$ cat config.mk
export PLATFORM = sky130hd
export DESIGN_NAME = pc_branch_unit
export DESIGN_NICKNAME = d
export VERILOG_FILES = /design/src/rtl/pc_branch_unit_pkg.sv /design/src/rtl/pc_branch_unit_compare.sv /design/src/rtl/pc_branch_unit.sv
export SDC_FILE = /design/constraint.sdc
export NUM_CORES = 1
export LEC_CHECK = 0
export BUFFER_PORTS_ARGS = -buffer_cell sky130_fd_sc_hd__buf_2
export CAP_MARGIN = 20
export CORE_ASPECT_RATIO = 1.5
export CORE_UTILIZATION = 51
export DETAILED_ROUTE_END_ITERATION = 8
export GPL_ROUTABILITY_DRIVEN = 1
export GPL_TIMING_DRIVEN = 0
export MAX_ROUTING_LAYER = met4
export PLACE_DENSITY_LB_ADDON = 0.1
export SLEW_MARGIN = 10
export SYNTH_ARGS = -nofsm -noshare
export SYNTH_HDL_FRONTEND = slang
export SYNTH_SLANG_ARGS = --single-unit
$ cat constraint.sdc
create_clock -name clk -period 3.6 [get_ports clk]
set_input_delay 0.54 -clock clk [delete_from_list [all_inputs] [get_ports clk]]
set_output_delay 0.54 -clock clk [all_outputs]
set_load 0.02 [all_outputs]
$ cat src/rtl/pc_branch_unit_pkg.sv
`default_nettype none
// ============================================================================
// Module      : pc_branch_unit_pkg
// Description : Shared types and constants for the PC / branch-resolution
//               unit. Holds the control FSM state encoding, the RV32
//               conditional-branch funct3 codes and the sequential PC step.
// Revision    : 1.0  initial release
// ============================================================================
package pc_branch_unit_pkg;

    // Control FSM states
    typedef enum logic [1:0] {
        IDLE  = 2'd0,
        FETCH = 2'd1,
        EXEC  = 2'd2,
        TRAP  = 2'd3
    } pcu_state_e;

    // RV32 conditional branch funct3 encodings
    localparam logic [2:0] BR_EQ  = 3'b000;
    localparam logic [2:0] BR_NE  = 3'b001;
    localparam logic [2:0] BR_LT  = 3'b100;
    localparam logic [2:0] BR_GE  = 3'b101;
    localparam logic [2:0] BR_LTU = 3'b110;
    localparam logic [2:0] BR_GEU = 3'b111;

    // Byte distance to the next sequential instruction
    localparam int unsigned PC_STEP = 4;

endpackage
`default_nettype wire

$ cat src/rtl/pc_branch_unit_compare.sv
`default_nettype none
// ============================================================================
// Module      : branch_compare
// Description : Purely combinational RV32 branch-condition evaluator.
//   Ports:
//     rs1_data  in  XLEN  register operand 1
//     rs2_data  in  XLEN  register operand 2
//     br_funct3 in  3     branch type (RV32 funct3 encoding)
//     cond_true out 1     branch condition holds
//   funct3 codes 010/011 are not branches in RV32; they evaluate false.
// Revision    : 1.0  initial release
// ============================================================================
module branch_compare #(
    parameter int XLEN = 32
) (
    input  logic [XLEN-1:0] rs1_data,
    input  logic [XLEN-1:0] rs2_data,
    input  logic [2:0]      br_funct3,
    output logic            cond_true
);
    import pc_branch_unit_pkg::*;

    logic w_eq;
    logic w_lt_s;
    logic w_lt_u;

    assign w_eq   = (rs1_data == rs2_data);
    assign w_lt_s = ($signed(rs1_data) < $signed(rs2_data));
    assign w_lt_u = (rs1_data < rs2_data);

    always_comb begin
        cond_true = 1'b0;
        case (br_funct3)
            BR_EQ:   cond_true = w_eq;
            BR_NE:   cond_true = !w_eq;
            BR_LT:   cond_true = w_lt_s;
            BR_GE:   cond_true = !w_lt_s;
            BR_LTU:  cond_true = w_lt_u;
            BR_GEU:  cond_true = !w_lt_u;
            default: cond_true = 1'b0;
        endcase
    end

endmodule
`default_nettype wire

$ cat src/rtl/pc_branch_unit.sv
`default_nettype none
// ============================================================================
// Module      : pc_branch_unit
// Description : Program counter and branch-resolution unit. Owns the PC
//               register and the instruction fetch request, resolves the six
//               RV32 conditional branches plus JAL/JALR, and keeps saturating
//               branch statistics counters.
//   Ports:
//     clk, rst       clock / synchronous active-high reset
//     stall          freezes the unit for the cycle (no accept, no commit)
//     imem_ready     instruction memory accepts the request at pc
//     instr_valid    decoded instruction ready for resolution
//     br_en/br_funct3/jal_en/jalr_en   instruction class and branch type
//     rs1_data/rs2_data/imm            operands and sign-extended immediate
//     pc             current PC
//     imem_req       fetch request valid (FETCH state)
//     taken          one-cycle pulse on a committed redirect
//     link_valid     one-cycle pulse, link_addr valid for rd write
//     link_addr      pc+4 of the last committed JAL/JALR
//     trap           misaligned redirect target; sticky until reset
//     br_count       committed conditional branches (saturating)
//     taken_count    committed taken conditional branches (saturating)
// Revision    : 1.0  initial release
// ============================================================================
module pc_branch_unit #(
    parameter int              XLEN      = 32,
    parameter logic [XLEN-1:0] RESET_PC  = '0,
    parameter int              CNT_WIDTH = 32
) (
    input  logic                 clk,
    input  logic                 rst,
    input  logic                 stall,
    input  logic                 imem_ready,
    input  logic                 instr_valid,
    input  logic                 br_en,
    input  logic [2:0]           br_funct3,
    input  logic                 jal_en,
    input  logic                 jalr_en,
    input  logic [XLEN-1:0]      rs1_data,
    input  logic [XLEN-1:0]      rs2_data,
    input  logic [XLEN-1:0]      imm,
    output logic [XLEN-1:0]      pc,
    output logic                 imem_req,
    output logic                 taken,
    output logic                 link_valid,
    output logic [XLEN-1:0]      link_addr,
    output logic                 trap,
    output logic [CNT_WIDTH-1:0] br_count,
    output logic [CNT_WIDTH-1:0] taken_count
);
    import pc_branch_unit_pkg::*;

    localparam logic [XLEN-1:0]      c_pc_step   = XLEN'(PC_STEP);
    localparam logic [XLEN-1:0]      c_jalr_mask = {{(XLEN-1){1'b1}}, 1'b0};
    localparam logic [CNT_WIDTH-1:0] c_cnt_max   = {CNT_WIDTH{1'b1}};
    localparam logic [CNT_WIDTH-1:0] c_cnt_one   = CNT_WIDTH'(1);

    // ------------------------------------------------------------------
    // State
    // ------------------------------------------------------------------
    pcu_state_e           state_q,       state_d;
    logic [XLEN-1:0]      pc_q,          pc_d;
    logic                 taken_q,       taken_d;
    logic                 link_valid_q,  link_valid_d;
    logic [XLEN-1:0]      link_addr_q,   link_addr_d;
    logic [CNT_WIDTH-1:0] br_count_q,    br_count_d;
    logic [CNT_WIDTH-1:0] taken_count_q, taken_count_d;

    // ------------------------------------------------------------------
    // Resolution datapath
    // ------------------------------------------------------------------
    logic            w_cond_true;
    logic            w_is_jalr;
    logic            w_is_jal;
    logic            w_is_br;
    logic            w_br_taken;
    logic            w_redirect;
    logic            w_misaligned;
    logic            w_commit;
    logic [XLEN-1:0] w_seq_pc;
    logic [XLEN-1:0] w_rel_pc;
    logic [XLEN-1:0] w_jalr_pc;
    logic [XLEN-1:0] w_target;

    branch_compare #(
        .XLEN (XLEN)
    ) u_branch_compare (
        .rs1_data  (rs1_data),
        .rs2_data  (rs2_data),
        .br_funct3 (br_funct3),
        .cond_true (w_cond_true)
    );

    // Instruction class with priority jalr > jal > br
    assign w_is_jalr  = jalr_en;
    assign w_is_jal   = !jalr_en && jal_en;
    assign w_is_br    = !jalr_en && !jal_en && br_en;
    assign w_br_taken = w_is_br && w_cond_true;
    assign w_redirect = w_is_jalr || w_is_jal || w_br_taken;

    // All sums wrap modulo 2^XLEN
    assign w_seq_pc   = pc_q + c_pc_step;
    assign w_rel_pc   = pc_q + imm;
    assign w_jalr_pc  = (rs1_data + imm) & c_jalr_mask;

    always_comb begin
        w_target = w_seq_pc;
        if (w_is_jalr) begin
            w_target = w_jalr_pc;
        end else if (w_is_jal || w_br_taken) begin
            w_target = w_rel_pc;
        end
    end

    // Only redirects can land off a word boundary; the sequential path is
    // aligned as long as the PC itself is.
    assign w_misaligned = w_redirect && (w_target[1:0] != 2'b00);
    assign w_commit     = (state_q == EXEC) && instr_valid && !stall;

    // ------------------------------------------------------------------
    // Next-state logic
    // ------------------------------------------------------------------
    always_comb begin
        state_d       = state_q;
        pc_d          = pc_q;
        taken_d       = 1'b0;
        link_valid_d  = 1'b0;
        link_addr_d   = link_addr_q;
        br_count_d    = br_count_q;
        taken_count_d = taken_count_q;

        case (state_q)
            IDLE: begin
                state_d = FETCH;
            end

            FETCH: begin
                if (imem_ready && !stall) begin
                    state_d = EXEC;
                end
            end

            EXEC: begin
                if (w_commit) begin
                    if (w_misaligned) begin
                        // A trapping instruction is abandoned: nothing
                        // architectural changes, including the statistics.
                        state_d = TRAP;
                    end else begin
                        state_d = FETCH;
                        pc_d    = w_target;
                        taken_d = w_redirect;
                        if (w_is_jal || w_is_jalr) begin
                            link_valid_d = 1'b1;
                            link_addr_d  = w_seq_pc;
                        end
                        if (w_is_br && (br_count_q != c_cnt_max)) begin
                            br_count_d = br_count_q + c_cnt_one;
                        end
                        if (w_br_taken && (taken_count_q != c_cnt_max)) begin
                            taken_count_d = taken_count_q + c_cnt_one;
                        end
                    end
                end
            end

            TRAP: begin
                state_d = TRAP;
            end

            default: begin
                state_d = IDLE;
            end
        endcase
    end

    // ------------------------------------------------------------------
    // Registers
    // ------------------------------------------------------------------
    always_ff @(posedge clk) begin
        if (rst) begin
            state_q       <= IDLE;
            pc_q          <= RESET_PC;
            taken_q       <= 1'b0;
            link_valid_q  <= 1'b0;
            link_addr_q   <= '0;
            br_count_q    <= '0;
            taken_count_q <= '0;
        end else begin
            state_q       <= state_d;
            pc_q          <= pc_d;
            taken_q       <= taken_d;
            link_valid_q  <= link_valid_d;
            link_addr_q   <= link_addr_d;
            br_count_q    <= br_count_d;
            taken_count_q <= taken_count_d;
        end
    end

    // ------------------------------------------------------------------
    // Outputs
    // ------------------------------------------------------------------
    assign pc          = pc_q;
    assign imem_req    = (state_q == FETCH);
    assign trap        = (state_q == TRAP);
    assign taken       = taken_q;
    assign link_valid  = link_valid_q;
    assign link_addr   = link_addr_q;
    assign br_count    = br_count_q;
    assign taken_count = taken_count_q;

endmodule
`default_nettype wire

==> out/qor.csv, run 1 <==
metric,value,unit
status,"finished, final reports clean",
yosysTopAreaCell,dfxtp_1,
crit_type,in2reg,
p_leak,6.08,nW
grt_pass1_wl,57.3,mm
max_freq,282,MHz
clkSinkCount,132,
slew_headroom,37.0,%
nets,1872,
cts_root_buf,clkbuf_16,
num-fill-cells,1867,
synth_area,10800,um2
reg2regPathDepth,10,
ys_seq_area_share,24.4,%
rsz0062_at_grt,true,
start_util,51.7,%
regToRegSetupSlack,0.13,ns
grtUsageTotal,34.6,%
setup_viol,0,
drt_iter0_drc,747,
clkPwrFrac,45.3,%
synth_ff_type,dfxtp_1,
dieArea,21900,um2
synth.net_count,1594,
hp-start,imem_ready,
drv_cap,0,
r2r_end,taken_count[25],
fin_crit_sh,98.6,%
synth.avg_cell_area,7.81,um2
cts_tree,yes,
powerDensity,312,nW/um2
async_flop_share,0,%
htreeDepth,4,
ant_nets,0,
area_delta_synth_final,28.8,%
dpl.hpwl,28.8,mm
dieWidth,121,um
routabilityCongestion,0.931,
intPower,3.07,mW
synth_most_common_cell,nor2_1,
ys_warn_count,0,
netSwitchingPower,1.29,mW
min_to,state_q[0],
stdcell_count,1949,
finalWirelength,38.3,mm
synthTopCellsByArea,"dfxtp_1, ha_1, nor2_1",
clk_latency,0.44,ns
worst_slew_pin_slew,0.946,ns
cp-start-kind,input port,
dieHeight,181,um
port_buffers,236,
pre_cts_ws,-0.792,ns
required,3.92,ns
layout_setup_ws,0.0486,ns
cts_made_buffers,17,
final-max-slew-violation-count,0,
synth_common_cells,"nor2_1, dfxtp_1, a21oi_1, nand2_1, ha_1",
total_power,4.36,mW
switching_share,29.6,%
clk_path_buf_depth,2,
worstHoldPathType,in2reg,
drive_gt1_share,26.4,%
fin_tns_setup,0,ns
worst_ep_arrival_time,3.87,ns
viasPerCell,6.11,
io_pins,239,
p_seq_share,33.9,%
synth_edf_count,0,
first_pass_iters,6,
ys_ff_latch,132,
reg2reg_from,taken_count[7],
antenna_found_initial,1,
ys_types,70,
grt_max_degree,17,
placed_cells,1893,
period_minus_slack,3.55,ns
vias,11900,
clkTransAtPathRegs,0.06,ns
syn_inst,1389,
wl_per_cell,19.7,um
synth_top_area_share,24.4,%
finalClockSkew,0.0177,ns
ir_drop,0.312,mV
hold_depth,2,
overflow,0,
coreArea,21000,um2
drc_errors,0,
grt_pass1_vias,11200,
critPathMaxFanout,8,
rows,65,
combPwrFrac,20.7,%
cp-end-kind,flip-flop,
hold_viol,0,
==> power by group through the flow <==
stage	Combinational (mW)	Sequential, mW	Clock (mW)
floorplan	0.531	1.51	0
global placement	0.794	1.51	0
detailed placement	0.804	1.51	0
CTS	0.835	1.48	1.97
global route	0.982	1.48	2.03
finish	0.905	1.48	1.98
==> worst max-delay path, cell delays in order <==
cell      delay, ns
buf_2          0.10
inv_1          0.09
ha_4           0.21
nand4_1        0.16
nor2_1         0.06
a221o_2        0.42
o311a_1        0.34
a311oi_4       0.38
a21oi_2        0.13
buf_6          0.16
mux2i_4        0.19
o221ai_4       0.23
buf_6          0.23
nor4_1         0.26
mux2_2         0.37
==> routing by layer <==
| layer | share of wire, % | routed length (um) | GRT usage [%] | vias to the layer above |
|---|---|---|---|---|
| li1 | - | - | - | 5684 |
| met1 | 37 | 14100 | 36.0 | 5622 |
| met2 | 51 | 19500 | 60.8 | 463 |
| met3 | 6.2 | 2390 | 6.36 | 144 |
| met4 | 5.9 | 2270 | 18.8 | 0 |
| met5 | 0 | 0 | - | - |
==> logic make-up after synthesis <==
logic type,synth area share [%]
compound gates,23.1
xor+xnor,6.22
fa+ha+maj,11.4
buf+inv,4.34
flops,24.4
mux,5.20
simple gates,25.4
==> worst max-delay path by stage <==
stage / start / endpoint / slack (ns) / cells past startpoint
6_report: rs2_data[10] / taken_count[13] / 0.05 / 15
5_1_grt: rs2_data[10] / taken_count[21] / -0.05 / 15
4_1_cts: rs1_data[10] / br_count[11] / 0.007 / 15
3_5_place_dp: rs1_data[31] / taken_count[12] / -0.79 / 14
3_3_place_gp: rs1_data[31] / br_count[23] / -0.78 / 13
2_1_floorplan: rs2_data[14] / taken_count[29] / 0.04 / 14
==> registers in the layout, indices dropped and copies added (netlist names) <==
| name | count |
|---|---|
| br_count | 32 |
| link_addr | 32 |
| pc | 32 |
| taken_count | 32 |
| state_q | 2 |
| link_valid | 1 |
| taken | 1 |
==> stage by stage <==
stage	util [%]	instance area, um2	hold WS, ns
2_1_floorplan	-	10800	0.478
3_3_place_gp	58.9	12400	0.471
3_5_place_dp	58.9	12400	0.484
4_1_cts	63.4	13300	0.334
5_1_grt	66.6	14000	0.339
6_report	66.6	14000	0.326
==> repair_timing <==
item | in CTS | in global routing
gates cloned | 1 | 1
buffers inserted | 12 | 11
endpoints found under the setup margin | 122 | 122
resized for setup | 41 | 109
hold buffers | 0 | 0
pin swaps | 10 | 31
hold endpoints to repair | 0 | 0
==> cell usage in the layout (no fill, tap or decap), types with 8 or more instances in the layout <==
cell,instances
a211oi_1,40
a21o_1,35
a21oi_1,97
a21oi_2,8
a311oi_1,11
a31oi_1,10
and2_1,8
and3_1,21
and4_1,9
buf_2,232
buf_4,26
buf_6,15
clkbuf_1,34
clkbuf_16,18
dfxtp_1,131
ha_1,83
ha_4,13
inv_1,45
mux2_2,25
mux2i_1,21
nand2_1,101
nand2b_1,22
nand3_1,55
nand4_1,22
nor2_1,158
nor2b_1,38
nor3_1,18
nor4_2,8
nor4_4,12
o211ai_1,11
o21a_1,9
o21ai_0,59
o31ai_1,21
or3_1,24
or4_1,20
xnor2_1,34
xor2_1,43
==> layout make-up <==
class | count | area [um2] | share of cell area (%)
Multi-Input combinational cell | 1143 | 8360 | 59.9
Antenna cell | 1 | 2.50 | 0.0179
Tap cell | 268 | 335 | 2.40
Clock buffer | 18 | 429 | 3.07
Clock inverter | 14 | 228 | 1.63
Inverter | 52 | 195 | 1.40
Buffer | 60 | 317 | 2.27
Sequential cell | 132 | 2640 | 18.9
Timing Repair Buffer | 261 | 1460 | 10.4
Power figures use the tool's default switching activity.
==> run 2, diff against run 1 <==
--- a/config.mk
+++ b/config.mk
@@ -8,7 +8,7 @@
 export BUFFER_PORTS_ARGS = -buffer_cell sky130_fd_sc_hd__buf_2
 export CAP_MARGIN = 20
 export CORE_ASPECT_RATIO = 1.5
-export CORE_UTILIZATION = 51
+export CORE_UTILIZATION = 25
 export DETAILED_ROUTE_END_ITERATION = 8
 export GPL_ROUTABILITY_DRIVEN = 1
 export GPL_TIMING_DRIVEN = 0
==> run 2 against run 1 <==
Setup slack got worse by 0.049 ns. Wire length is 24% higher. Core utilization fell by 33 points. First-iteration DRC count decreased by 27%. Sequential share of layout area down 0.74 points. Combinational power up 7.1%. Design area is 4.3% higher. Largest cell class unchanged. Largest power group unchanged.
==> out/qor.csv, run 2 (synthesized netlist as in run 1, its figures left out) <==
metric,value,unit
status,"finished, final reports clean",
layout_setup_ws,0.0000200,ns
dieArea,44200,um2
r2r_end,taken_count[18],
required,3.94,ns
wl_per_cell,20.9,um
grtUsageTotal,22.2,%
dieHeight,257,um
period_minus_slack,3.60,ns
hold_viol,0,
cts_root_buf,clkbuf_16,
stdcell_count,2271,
whs,0.312,ns
coreArea,42800,um2
start_util,25.3,%
final_common_cell,buf_2,
grt_pass1_vias,11600,
cp-end-kind,flip-flop,
critPathMaxFanout,6,
setup_viol,0,
fin_crit_sh,100,%
ir_drop,0.247,mV
grt_pass1_wl,70.8,mm
final_cell_mix,"buf_2, nor2_1, dfxtp_1, nand2_1, a21oi_1",
drive_gt1_share,27.9,%
reg2reg_from,taken_count[8],
cts_made_buffers,17,
rows,93,
drt_iter0_drc,549,
num-fill-cells,4667,
slew_headroom,31.6,%
clkTransAtPathRegs,0.06,ns
max_freq,278,MHz
placed_cells,2195,
drv_cap,0,
viasPerCell,5.15,
cts_hold_buf,0,
crit_chain,buf_8 > ha_4 > nand4_1 > buf_4 > or3_4 > a21oi_4 > buf_12 > o31ai_4 > a311oi_4 > a21oi_2 > buf_6 > mux2i_4 > o221ai_4 > buf_6 > nor4_4 > mux2_4,
finalClockSkew,0.0186,ns
ant_nets,0,
grt_max_degree,20,
finalWirelength,47.5,mm
clkSinkCount,132,
worst_slew_pin_slew,1.03,ns
regToRegSetupSlack,0.19,ns
cp-start-kind,input port,
rsz0062_at_grt,true,
dieWidth,172,um
drc_errors,0,
pre_cts_ws,-1.46,ns
cp_slowest_stage_delay,0.39,ns
routabilityCongestion,0.911,
final_core_util,34.0,%
cts_tree,yes,
p_leak,6.14,nW
antenna_found_initial,4,
vias,11700,
overflow,0,
path_common_cell,buf_6,
powerDensity,288,nW/um2
dpl.hpwl,37.0,mm
worstHoldPathType,in2reg,
htreeDepth,4,
clk_latency,0.46,ns
slowest_stage,a311oi_4,
io_pins,239,
crit_end,taken_count[13],
port_buffers,236,
first_pass_iters,7,
final-max-slew-violation-count,0,
reg2regPathDepth,10,
crit_type,in2reg,
area_delta_synth_final,34.4,%
worst_ep_arrival_time,3.94,ns
crit_start,rs1_data[15],
clk_path_buf_depth,2,
nets,1889,
## run 2: worst max-delay path: cells and delay by family
family / cells / cell delay, ns
adder cells (fa/ha/maj): 1 / 0.25
AO/OA/AOI/OAI: 5 / 0.94
buffers and inverters: 5 / 0.82
AND/OR/NAND/NOR: 3 / 0.84
multiplexers: 2 / 0.53
## run 2: worst min path at each step
stage	start	end	slack [ns]	cells past startpoint
6_report	imem_ready	state_q[0]	0.31	2
5_1_grt	imem_ready	state_q[0]	0.31	2
4_1_cts	imem_ready	state_q[0]	0.30	2
3_5_place_dp	link_addr[3]	link_addr[3]	0.48	2
3_3_place_gp	link_addr[0]	link_addr[0]	0.47	2
2_1_floorplan	pc[0]	pc[0]	0.48	2
## run 2: layout make-up
class,instances,area (um2),share of cell area [%]
multi-input combinational,1144,8500,58.3
sequential,132,2650,18.2
timing repair buffer,278,1590,10.9
tap,570,713,4.89
clock buffer,21,460,3.16
buffer,59,347,2.38
inverter,52,203,1.39
clock inverter,11,105,0.721
antenna,4,10.0,0.0687
## run 2: power breakdown
group	internal, mW	total, mW	switching (mW)
Clock	0.987	1.76	0.769
Combinational	0.387	0.969	0.582
Sequential	1.47	1.48	0.0114
## run 2: metrics by stage
step,cell area (um2),TNS (ns),total power [mW]
3_3_place_gp,12700,-134.41,2.36
6_report,14600,0,4.20
4_1_cts,14200,-0.0871,4.20
5_1_grt,14600,-2.21,4.39
3_5_place_dp,12700,-133.05,2.36
2_1_floorplan,10800,0,2.05
## run 2: routing by layer
layer  wire length [um]  global-route usage, %  vias up
li1                   -                      -     5749
met1              18700                   23.4     5605
met2              25000                   40.2      270
met3               2020                   3.45       72
met4               1850                   9.29        0
met5                  0                      -        -
## run 2: repair_timing
action                                 4_1_cts  5_1_grt
setup buffers                               26       14
pin swaps                                   27       21
resized for setup                          129       71
cloned                                       3        0
endpoints found under the hold margin        0        0
setup endpoints to repair                  129      117
